File: src/rtl/board_sequencer_pkg.sv
// Shared definitions for the battleship board: tile, command and response
// codes plus default board dimensions. Also used by the video side
// (dynamic_screen) so both agree on the RAM tile encoding.
package board_sequencer_pkg;

    localparam int BOARD_W_DEF = 10;
    localparam int BOARD_H_DEF = 10;
    localparam int MAX_LEN_DEF = 5;
    localparam int ADDR_W      = 10;

    typedef enum logic [1:0] {
        TILE_EMPTY = 2'd0,
        TILE_HIT   = 2'd1,
        TILE_MISS  = 2'd2,
        TILE_SHIP  = 2'd3
    } tile_e;

    typedef enum logic [1:0] {
        OP_CLEAR = 2'd0,
        OP_PLACE = 2'd1,
        OP_FIRE  = 2'd2,
        OP_RSVD  = 2'd3
    } op_e;

    typedef enum logic [1:0] {
        RSP_DONE  = 2'd0,
        RSP_HIT   = 2'd1,
        RSP_MISS  = 2'd2,
        RSP_ERROR = 2'd3
    } rsp_e;

    typedef enum logic [2:0] {
        ST_IDLE,
        ST_CLR,
        ST_CHK_RD,
        ST_CHK_LAST,
        ST_PLC_WR,
        ST_FIRE_RD,
        ST_FIRE_WR,
        ST_RESP
    } state_e;

endpackage

File: src/rtl/board_addr_step.sv
// Cell address generator: start coordinate (x, y) advanced by step cells
// along +x (vert=0) or +y (vert=1), mapped to y*10 + x.
// Ports: x, y (start), vert (direction), step (cell index), addr (RAM address).
module board_addr_step
    import board_sequencer_pkg::*;
(
    input  logic [3:0]        x,
    input  logic [3:0]        y,
    input  logic              vert,
    input  logic [2:0]        step,
    output logic [ADDR_W-1:0] addr
);
    logic [4:0] cx;
    logic [4:0] cy;

    assign cx = {1'b0, x} + (vert ? 5'd0 : {2'b00, step});
    assign cy = {1'b0, y} + (vert ? {2'b00, step} : 5'd0);

    // Multiply by ten as two shifts and an add.
    assign addr = ({5'd0, cy} << 3) + ({5'd0, cy} << 1) + {5'd0, cx};
endmodule

File: src/rtl/board_sequencer.sv
// Command sequencer for a battleship board held in an external RAM.
// Executes CLEAR (wipe board), PLACE (overlap-checked ship placement) and
// FIRE (shot with hit/miss marking), tracking placed and hit cell counts.
// Ports: clk, rst (sync, active-high); cmd_valid/cmd_ready/cmd_op/cmd_x/
// cmd_y/cmd_len/cmd_vert (command); rsp_valid/rsp_code (one-cycle result);
// ram_addr/ram_we/ram_wdata/ram_rdata (board RAM, 1-cycle read latency);
// busy (not IDLE); all_sunk (every placed cell hit).
module board_sequencer
    import board_sequencer_pkg::*;
#(
    parameter int BOARD_W = BOARD_W_DEF,
    parameter int BOARD_H = BOARD_H_DEF,
    parameter int MAX_LEN = MAX_LEN_DEF
) (
    input  logic              clk,
    input  logic              rst,
    input  logic              cmd_valid,
    output logic              cmd_ready,
    input  logic [1:0]        cmd_op,
    input  logic [3:0]        cmd_x,
    input  logic [3:0]        cmd_y,
    input  logic [2:0]        cmd_len,
    input  logic              cmd_vert,
    output logic              rsp_valid,
    output logic [1:0]        rsp_code,
    output logic [ADDR_W-1:0] ram_addr,
    output logic              ram_we,
    output logic [1:0]        ram_wdata,
    input  logic [1:0]        ram_rdata,
    output logic              busy,
    output logic              all_sunk
);
    localparam logic [4:0]        W5        = 5'(BOARD_W);
    localparam logic [4:0]        H5        = 5'(BOARD_H);
    localparam logic [2:0]        LEN_MAX   = 3'(MAX_LEN);
    localparam logic [ADDR_W-1:0] LAST_CELL = ADDR_W'(BOARD_W * BOARD_H - 1);

    state_e            state;
    logic [3:0]        sx, sy;
    logic [2:0]        slen;
    logic              svert;
    logic [2:0]        step;
    logic [2:0]        step_sel;
    logic              bad;
    logic [6:0]        placed, hits;
    logic              we_reg;
    logic [1:0]        wdata_reg;
    logic [ADDR_W-1:0] cmd_addr, next_addr;
    logic              cmd_legal, place_legal, fire_write;

    // Address of the command's start cell, used on the accept cycle.
    board_addr_step u_cmd_addr (
        .x(cmd_x), .y(cmd_y), .vert(1'b0), .step(3'd0), .addr(cmd_addr)
    );

    // Address of the next cell of the captured ship; restarts at cell 0
    // when moving from the overlap check into the write pass.
    assign step_sel = (state == ST_CHK_LAST) ? 3'd0 : step + 3'd1;

    board_addr_step u_next_addr (
        .x(sx), .y(sy), .vert(svert), .step(step_sel), .addr(next_addr)
    );

    always_comb begin
        place_legal = (cmd_len != 3'd0) && (cmd_len <= LEN_MAX) &&
                      (cmd_vert ? ({1'b0, cmd_y} + {2'b00, cmd_len} <= H5)
                                : ({1'b0, cmd_x} + {2'b00, cmd_len} <= W5));
        cmd_legal   = (cmd_op != OP_RSVD) && ({1'b0, cmd_x} < W5) &&
                      ({1'b0, cmd_y} < H5) &&
                      ((cmd_op != OP_PLACE) || place_legal);
    end

    // NOTE: a FIRE must write on the same cycle its read data arrives, so
    // that one write is decoded combinationally from ram_rdata; every other
    // write strobe comes straight from a register.
    assign fire_write = (state == ST_FIRE_WR) &&
                        (ram_rdata == TILE_EMPTY || ram_rdata == TILE_SHIP);
    assign ram_we     = we_reg | fire_write;
    assign ram_wdata  = fire_write ? ((ram_rdata == TILE_SHIP) ? TILE_HIT : TILE_MISS)
                                   : wdata_reg;

    assign cmd_ready = (state == ST_IDLE);
    assign busy      = (state != ST_IDLE);

    // NOTE: the board RAM is external and deliberately untouched by rst;
    // only this block's control state and counters are reset.
    always_ff @(posedge clk) begin
        if (rst) begin
            state     <= ST_IDLE;
            rsp_valid <= 1'b0;
            rsp_code  <= RSP_DONE;
            ram_addr  <= '0;
            we_reg    <= 1'b0;
            wdata_reg <= TILE_EMPTY;
            sx        <= '0;
            sy        <= '0;
            slen      <= '0;
            svert     <= 1'b0;
            step      <= '0;
            bad       <= 1'b0;
            placed    <= '0;
            hits      <= '0;
            all_sunk  <= 1'b0;
        end else begin
            rsp_valid <= 1'b0;
            all_sunk  <= (placed != 7'd0) && (hits == placed);
            case (state)
                ST_IDLE: if (cmd_valid) begin
                    sx    <= cmd_x;
                    sy    <= cmd_y;
                    slen  <= cmd_len;
                    svert <= cmd_vert;
                    step  <= '0;
                    bad   <= 1'b0;
                    if (!cmd_legal) begin
                        state     <= ST_RESP;
                        rsp_valid <= 1'b1;
                        rsp_code  <= RSP_ERROR;
                    end else if (cmd_op == OP_CLEAR) begin
                        state     <= ST_CLR;
                        ram_addr  <= '0;
                        we_reg    <= 1'b1;
                        wdata_reg <= TILE_EMPTY;
                        placed    <= '0;
                        hits      <= '0;
                    end else begin
                        state    <= (cmd_op == OP_PLACE) ? ST_CHK_RD : ST_FIRE_RD;
                        ram_addr <= cmd_addr;
                    end
                end
                ST_CLR: begin
                    if (ram_addr == LAST_CELL) begin
                        we_reg    <= 1'b0;
                        state     <= ST_RESP;
                        rsp_valid <= 1'b1;
                        rsp_code  <= RSP_DONE;
                    end else begin
                        ram_addr <= ram_addr + 1'b1;
                    end
                end
                ST_CHK_RD: begin
                    // Data for the previous step's address arrives now.
                    if (step != 3'd0 && ram_rdata != TILE_EMPTY)
                        bad <= 1'b1;
                    if (step == slen - 3'd1) begin
                        state <= ST_CHK_LAST;
                    end else begin
                        step     <= step + 3'd1;
                        ram_addr <= next_addr;
                    end
                end
                ST_CHK_LAST: begin
                    if (bad || ram_rdata != TILE_EMPTY) begin
                        state     <= ST_RESP;
                        rsp_valid <= 1'b1;
                        rsp_code  <= RSP_ERROR;
                    end else begin
                        state     <= ST_PLC_WR;
                        step      <= '0;
                        ram_addr  <= next_addr;
                        we_reg    <= 1'b1;
                        wdata_reg <= TILE_SHIP;
                    end
                end
                ST_PLC_WR: begin
                    if (step == slen - 3'd1) begin
                        we_reg    <= 1'b0;
                        placed    <= placed + {4'd0, slen};
                        state     <= ST_RESP;
                        rsp_valid <= 1'b1;
                        rsp_code  <= RSP_DONE;
                    end else begin
                        step     <= step + 3'd1;
                        ram_addr <= next_addr;
                    end
                end
                ST_FIRE_RD: state <= ST_FIRE_WR;
                ST_FIRE_WR: begin
                    state     <= ST_RESP;
                    rsp_valid <= 1'b1;
                    if (ram_rdata == TILE_SHIP) begin
                        rsp_code <= RSP_HIT;
                        hits     <= hits + 7'd1;
                    end else if (ram_rdata == TILE_EMPTY) begin
                        rsp_code <= RSP_MISS;
                    end else begin
                        rsp_code <= RSP_ERROR;
                    end
                end
                ST_RESP: state <= ST_IDLE;
                default: state <= ST_IDLE;
            endcase
        end
    end
endmodule

File: config.mk
export PLATFORM = sky130hd
export DESIGN_NAME = board_sequencer
export DESIGN_NICKNAME = d
export VERILOG_FILES = /design/src/rtl/board_sequencer_pkg.sv /design/src/rtl/board_addr_step.sv /design/src/rtl/board_sequencer.sv
export SDC_FILE = /design/constraint.sdc
export NUM_CORES = 1
export LEC_CHECK = 0
export BUFFER_PORTS_ARGS = -buffer_cell sky130_fd_sc_hd__buf_2
export CORE_MARGIN = 2
export CORE_UTILIZATION = 50
export CTS_CLUSTER_SIZE = 12
export DETAILED_ROUTE_END_ITERATION = 16
export PLACE_DENSITY = 0.74
export SLEW_MARGIN = 25
export SYNTH_ARGS = -nofsm -noshare
export SYNTH_HDL_FRONTEND = slang
export SYNTH_SLANG_ARGS = --single-unit
File: constraint.sdc
create_clock -name clk -period 4.2 [get_ports clk]
set_clock_uncertainty 0.2 [all_clocks]
set_input_delay 0 -clock clk [delete_from_list [all_inputs] [get_ports clk]]
set_output_delay 0 -clock clk [all_outputs]
set_load 0.01 [all_outputs]
==> results of run 1 <==
-- worst max path at each step --
stage	slack, ns	to	start
after floorplan	0.04	ram_addr[6]	state[1]
after global placement	0.13	ram_addr[6]	step[0]
after detailed placement	0.05	ram_addr[6]	step[0]
after CTS	0.02	ram_addr[6]	step[0]
after global routing	-0.03	ram_addr[7]	state[0]
final	0.17	ram_addr[6]	step[0]
-- cells by family after synthesis --
group                      synth area share [%]
and+or+nand+nor                            22.0
muxes                                      3.76
adders and majority gates                  16.8
buffers and inverters                      5.00
AOI/OAI and AO/OA                          23.5
DFF                                        23.1
xor gates and xnor gates                   5.91
-- timing repair --
| action | 4_1_cts | 5_1_grt |
|---|---|---|
| setup endpoints to repair | 0 | 4 |
| resized for setup | 0 | 7 |
| hold buffers | 14 | 0 |
| endpoints found under the hold margin | 14 | 0 |
-- cells in the mapped netlist, types with 2 or more instances --
master	number	area (um2)
nand2_1	65	244
dfxtp_1	49	981
a21oi_1	48	240
ha_1	41	513
nor2_1	34	128
inv_1	28	105
o21ai_0	19	95.1
nor3_1	18	90.1
nor2b_1	16	100
clkbuf_1	14	52.6
xnor2_1	13	114
xor2_1	13	114
a21o_1	11	82.6
fa_1	10	200
nand3_1	10	50.1
a211oi_1	8	60.1
mux2_2	8	90.1
nor4_1	8	50.1
a31oi_1	7	43.8
mux2i_1	7	70.1
nand2b_1	6	37.5
and3_1	5	31.3
o22ai_1	5	31.3
o32ai_1	5	43.8
or2_2	5	31.3
buf_2	4	20.0
o21a_1	4	30.0
or3_1	4	25.0
a222oi_1	3	30.0
o211ai_1	3	22.5
a2111oi_2	2	30.0
a2111oi_4	2	55.1
a21oi_2	2	17.5
a21oi_4	2	32.5
a22oi_1	2	15.0
and2_0	2	12.5
and2_1	2	12.5
and4_1	2	17.5
buf_6	2	22.5
nand4_1	2	12.5
o211a_1	2	20.0
o31ai_1	2	15.0
-- where the power goes --
| part | total, mW | leakage (nW) | switching [mW] | internal [mW] |
|---|---|---|---|---|
| logic | 1.38 | 1.62 | 0.828 | 0.550 |
| clock network | 0.308 | 0.0512 | 0.174 | 0.134 |
| registers | 0.650 | 0.399 | 0.0984 | 0.551 |
-- critical path, stage by stage, from the launching register on --
cell and delay [ns]:
dfxtp_2 0.38, inv_1 0.07, ha_1 0.32, and3_1 0.22, ha_1 0.28, a21o_1 0.18, a21oi_2 0.18, xnor2_2 0.10
fa_1 0.59, ha_4 0.23, nor2b_1 0.13, o21a_1 0.17, or3_1 0.30, a32oi_1 0.19, a21oi_1 0.09, mux2_2 0.30
-- metrics by stage --
step	area, um2	setup slack [ns]	utilization [%]
floorplan	4260	0.0424	-
global placement	4500	0.132	54.7
detailed placement	4500	0.0490	54.7
CTS	4730	0.0192	57.6
global route	4770	-0.0291	58.1
finish	4770	0.165	58.1
-- layer usage --
metal,share of wire (%),wire length [um],vias up,global-route usage (%)
li1,-,-,1958,-
met1,47,5310,1883,36.4
met2,46,5110,143,39.9
met3,5.5,612,18,3.13
met4,1.7,191,0,6.79
met5,0,0,-,0
-- area by class of cell --
cell class | count | area [um2]
Multi-Input combinational cell | 421 | 3100
Fill cell | 742 | 3450
Tap cell | 105 | 131
Inverter | 29 | 109
Clock inverter | 2 | 13.8
Sequential cell | 49 | 982
Clock buffer | 6 | 82.6
Timing Repair Buffer | 55 | 355
==> results.yml, run 1 <==
clocking:
  clk_pin_slew_worst_paths_ns: 0.10
  clock_path_buffers: 2
  clk_latency_ns: 0.31
  cts-buffers-inserted: 5
  cts.sinks: 49
  cts_root_buffer: "clkbuf_8"
  htreeDepth: 2
  cts_setup_buffers: 0
  cts_tree: "yes"
setup_path:
  worstSetupPathType: "flip-flop to flip-flop"
  rr_endpoint: "ram_addr[6]"
  reg2reg_from: "step[0]"
  crit_required_ns: 4.21
  end_kind: "flip-flop"
  rrSetupSlack_ns: 0.17
  critPathLaunchType: "flip-flop"
  reg2reg_depth: 15
  worstPathArrival_ns: 4.04
  worstPathMaxFanout: 5
global_routing:
  grt_use_total_pct: 25.3
  antenna_found_initial: 0
  grt_max_degree: 46
  grt_pass1_wl_um: 18300
  grt_overflow: 0
  grt_pass1_vias: 3645
min_path:
  min_path_cells: 5
  hold_path.class: "primary input to flip-flop"
  hp-start: "ram_rdata[1]"
  worstHoldEndpoint: "rsp_code[0]"
layout:
  final_cell_mix: "nand2_1, dfxtp_1, a21oi_1, ha_1, buf_2"
  layout_commonest_cell: "nand2_1"
  nets: 631
  layout.cells.non_filler: 667
  top_regs: "ram_addr x10, hits x7, placed x7"
  syn_to_final_growth_pct: 12.1
  regMostFlops: "ram_addr"
  largest_register_ffs: 10
  antenna_cells: 0
  drive_above_1_share_pct: 15.3
timing:
  fin_crit_ns: 4.03
  max_slew_margin_pct: 41.4
  hold_slack_ns: 0.0389
  finalSetupViolations: 0
  finalCritPeriodShare_pct: 96.1
  worst_pin_slew_ns: 0.875
  tns_ns: 0
  final_hold_viol_count: 0
  slew_viol_final: 0
  fmax_ghz: 0.248
yosys:
  synth_edf_count: 0
  synthesis.nets: 591
  async_reset_ff_share_pct: 0
  synth_warnings: 0
  yosysUniqueCellTypes: 68
  syn_area_per_cell_um2: 8.17
  syn_area_um2: 4260
  ys_ff_latch: 49
  synthCells: 521
  seq_area_frac_synth_pct: 23.1
  synth_top_flop_cell: "dfxtp_1"
power_and_ir_drop:
  p_per_area_nw_per_um2: 490
  vdd_drop_max_mv: 0.376
  leakage_nw: 2.07
  p_total_mw: 2.34
floorplanning:
  core-area_um2: 8220
  die_h_um: 96.3
  dieArea_um2: 9270
  std_cell_rows: 33
  ioPinCount: 38
  fp.dieW_um: 96.3
  start_util_pct: 51.8
placed_design:
  hpwl_um: 8250
  dpl.cell_count: 645
  io_buffer_count: 37
  routabilityCongestion: 0.896
routing:
  routed_wl_um: 11200
  route.vias.total: 4002
  remaining_drc_errors: 0
  ant_nets: 0
  vias_per_cell: 6.00
  drt_pre_antenna_iters: 5
  drt_iter0_markers: 391
  wl_per_cell_um: 16.8
outcome:
  status: "complete, no violations"
flow_run:
  drv_cap: 0
Note: power is estimated with default switching activity, not from simulation.
==> run 2: changes to the inputs <==
ABC_AREA = 1   (was unset)
==> run 2 against run 1 <==
Against the previous run: setup slack better by 0.12 ns; synthesized cell count up 22%; clock-buffer cell count down 1; die area down 0.65%; wire length down 3.7%; cell area up 1.2%; register-to-register slack better by 0.12 ns; fmax up 3.2%; critical path depth up 5; largest power group unchanged.
==> results.yml, run 2 <==
yosys:
  synth_commonest_cells: "nand2_1, nor2_1, inv_1"
  synth_edf_count: 0
  synthCells: 636
  syn_area_per_cell_um2: 6.65
  synth_top_flop_cell: "dfxtp_1"
  yosysTopAreaCell: "dfxtp_1"
  yosysUniqueCellTypes: 43
  seq_area_frac_synth_pct: 23.2
  synth_area_leaders: "dfxtp_1, ha_1, nand2_1"
  synthesis.nets: 706
  synth_top_area_share_pct: 23.2
  synth_most_common_cell: "nand2_1"
  synth_warnings: 0
  ys_ff_latch: 49
  syn_area_um2: 4230
  async_reset_ff_share_pct: 0
power_and_ir_drop:
  switchingPower_mw: 1.41
  p_per_area_nw_per_um2: 571
  pwr-share-clk_pct: 10.9
  switching_share_pct: 51.0
  internal_power_mw: 1.35
  vdd_drop_max_mv: 0.211
  p_seq_share_pct: 26.5
  combPwrFrac_pct: 62.6
  leakage_nw: 2.34
  p_total_mw: 2.76
setup_path:
  crit_chain: "inv_2 > nor3_4 > buf_4 > nor3_1 > ha_1 > fa_1 > xor2_2 > inv_1 > fa_1 > fa_1 > inv_1 > nand2_1 > a21boi_1 > o21ai_1 > nand2_1 > o21ai_0 > a21oi_1 > nand3_1 > nand2_1 > nor2_1"
  critPathBufInv: 4
  worstPathMaxFanout: 6
  end_kind: "flip-flop"
  cp_slowest_cell: "fa_1"
  critPathLaunchType: "flip-flop"
  crit_required_ns: 4.21
  critical-path-top-delay-family: "adder cells"
  worstSetupPathType: "flip-flop to flip-flop"
  cpPeakStageDelay_ns: 0.53
  worstPathArrival_ns: 3.92
floorplanning:
  start_util_pct: 51.4
  ioPinCount: 38
  die_h_um: 95.9
  core-area_um2: 8220
  std_cell_rows: 33
  fp.dieW_um: 95.9
  dieArea_um2: 9200
global_routing:
  grt_overflow: 0
  grt_pass1_wl_um: 18300
  grt_max_degree: 24
  grt_pass1_vias: 3957
  antenna_found_initial: 0
  grt_use_total_pct: 25.0
placed_design:
  dpl.cell_count: 770
  routabilityCongestion: 0.926
  place_area_um2: 4510
  hpwl_um: 8330
  io_buffer_count: 37
  dpl_worst_slack_ns: 0.0703
clocking:
  cts_tree: "yes"
  htreeDepth: 2
  clk_pin_slew_worst_paths_ns: 0.11
  cts-buffers-inserted: 5
  cts.sinks: 49
  cts_root_buffer: "clkbuf_8"
  clock_path_buffers: 2
  clk_latency_ns: 0.31
timing:
  tns_ns: 0
  finalCritPeriodShare_pct: 93.1
  slew_viol_final: 0
  layout_setup_ws_ns: 0.289
  worst_pin_slew_ns: 0.723
  hold_slack_ns: 0.0848
  fmax_ghz: 0.256
  fin_crit_ns: 3.91
  final_hold_viol_count: 0
  max_slew_margin_pct: 51.7
  finalSetupViolations: 0
  rsz0062_at_grt: "yes"
layout:
  top_regs: "ram_addr x10, hits x7, placed x7"
  largest_register_ffs: 10
  layout.cells.non_filler: 796
  utilization_pct: 58.7
  syn_to_final_growth_pct: 14.2
  antenna_cells: 0
  regMostFlops: "ram_addr"
  nets: 760
  final_cell_mix: "nand2_1, nor2_1, inv_1, nand3_1, dfxtp_1"
  design_area_um2: 4830
  layout_commonest_cell: "nand2_1"
  drive_above_1_share_pct: 13.2
outcome:
  status: "complete, no violations"
routing:
  route.vias.total: 4335
  remaining_drc_errors: 0
  vias_per_cell: 5.45
  routed_wl_um: 10800
  ant_nets: 0
  drt_pre_antenna_iters: 5
  wl_per_cell_um: 13.6
  drt_iter0_markers: 270
flow_run:
  drv_cap: 0
min_path:
  hold_path.class: "primary input to flip-flop"
==> run 2: changes by cell type after synthesis, sizes merged, moves of 9 or more <==
cell	previous run	this run
nand3	10	61
nand2	65	128
a21oi	52	41
clkbuf	15	5
o21ai	21	46
nor2	34	100
inv	29	88
a21o	11	2
nor2b	16	1
==> run 2: worst paths after layout <==
check,cells past startpoint,to,slack (ns),startpoint
min,6,rsp_code[0],0.08,ram_rdata[1]
min reg2reg,2,wdata_reg[0],0.26,wdata_reg[0]
max reg2reg,20,ram_addr[6],0.29,state[1]
max,20,ram_addr[6],0.29,state[1]
==> run 2: cell families after synthesis <==
| kind of cell | Yosys count | synth area share [%] |
|---|---|---|
| buf+inv | 99 | 9.30 |
| compound gates | 104 | 13.6 |
| flops | 49 | 23.2 |
| simple gates | 316 | 33.5 |
| fa+ha+maj | 51 | 16.9 |
| xor+xnor | 17 | 3.52 |
==> run 2: routing by layer <==
metal	GRT usage (%)	routed length, um	vias up
met5	0	0	-
met4	3.93	112	0
met3	3.13	484	13
met2	41.4	4980	127
met1	35.6	5240	2013
li1	-	-	2182
==> run 2: timing repair <==
| item | 4_1_cts | 5_1_grt |
|---|---|---|
| endpoints found under the hold margin | 22 | 0 |
| endpoints found under the setup margin | 0 | 4 |
| setup buffers | 0 | 2 |
| gates resized for setup | 0 | 13 |
| hold buffers | 16 | 0 |
==> run 2: area by class of cell <==
class                      count  area (um2)
inverter                      88         338
multi-input combinational    488        2900
timing repair buffer          58         383
clock inverter                 3        22.5
fill                         804        3390
sequential                    49         985
clock buffer                   5        68.8
tap                          105         131
==> run 2: power groups by stage <==
stage / Combinational (mW) / Sequential, mW / Clock (mW)
after global routing: 1.98 / 0.752 / 0.324
final: 1.73 / 0.731 / 0.300
after CTS: 1.67 / 0.722 / 0.310
after global placement: 1.64 / 0.729 / 0
after floorplan: 1.25 / 0.726 / 0
after detailed placement: 1.65 / 0.731 / 0
==> run 2: worst register-to-register path, delay by kind of cell (launching register included) <==
kind	cells	cell delay [ns]
simple gates	7	0.52
xor+xnor	1	0.18
flops	1	0.40
fa+ha+maj	4	1.64
buf+inv	4	0.43
compound gates	4	0.45
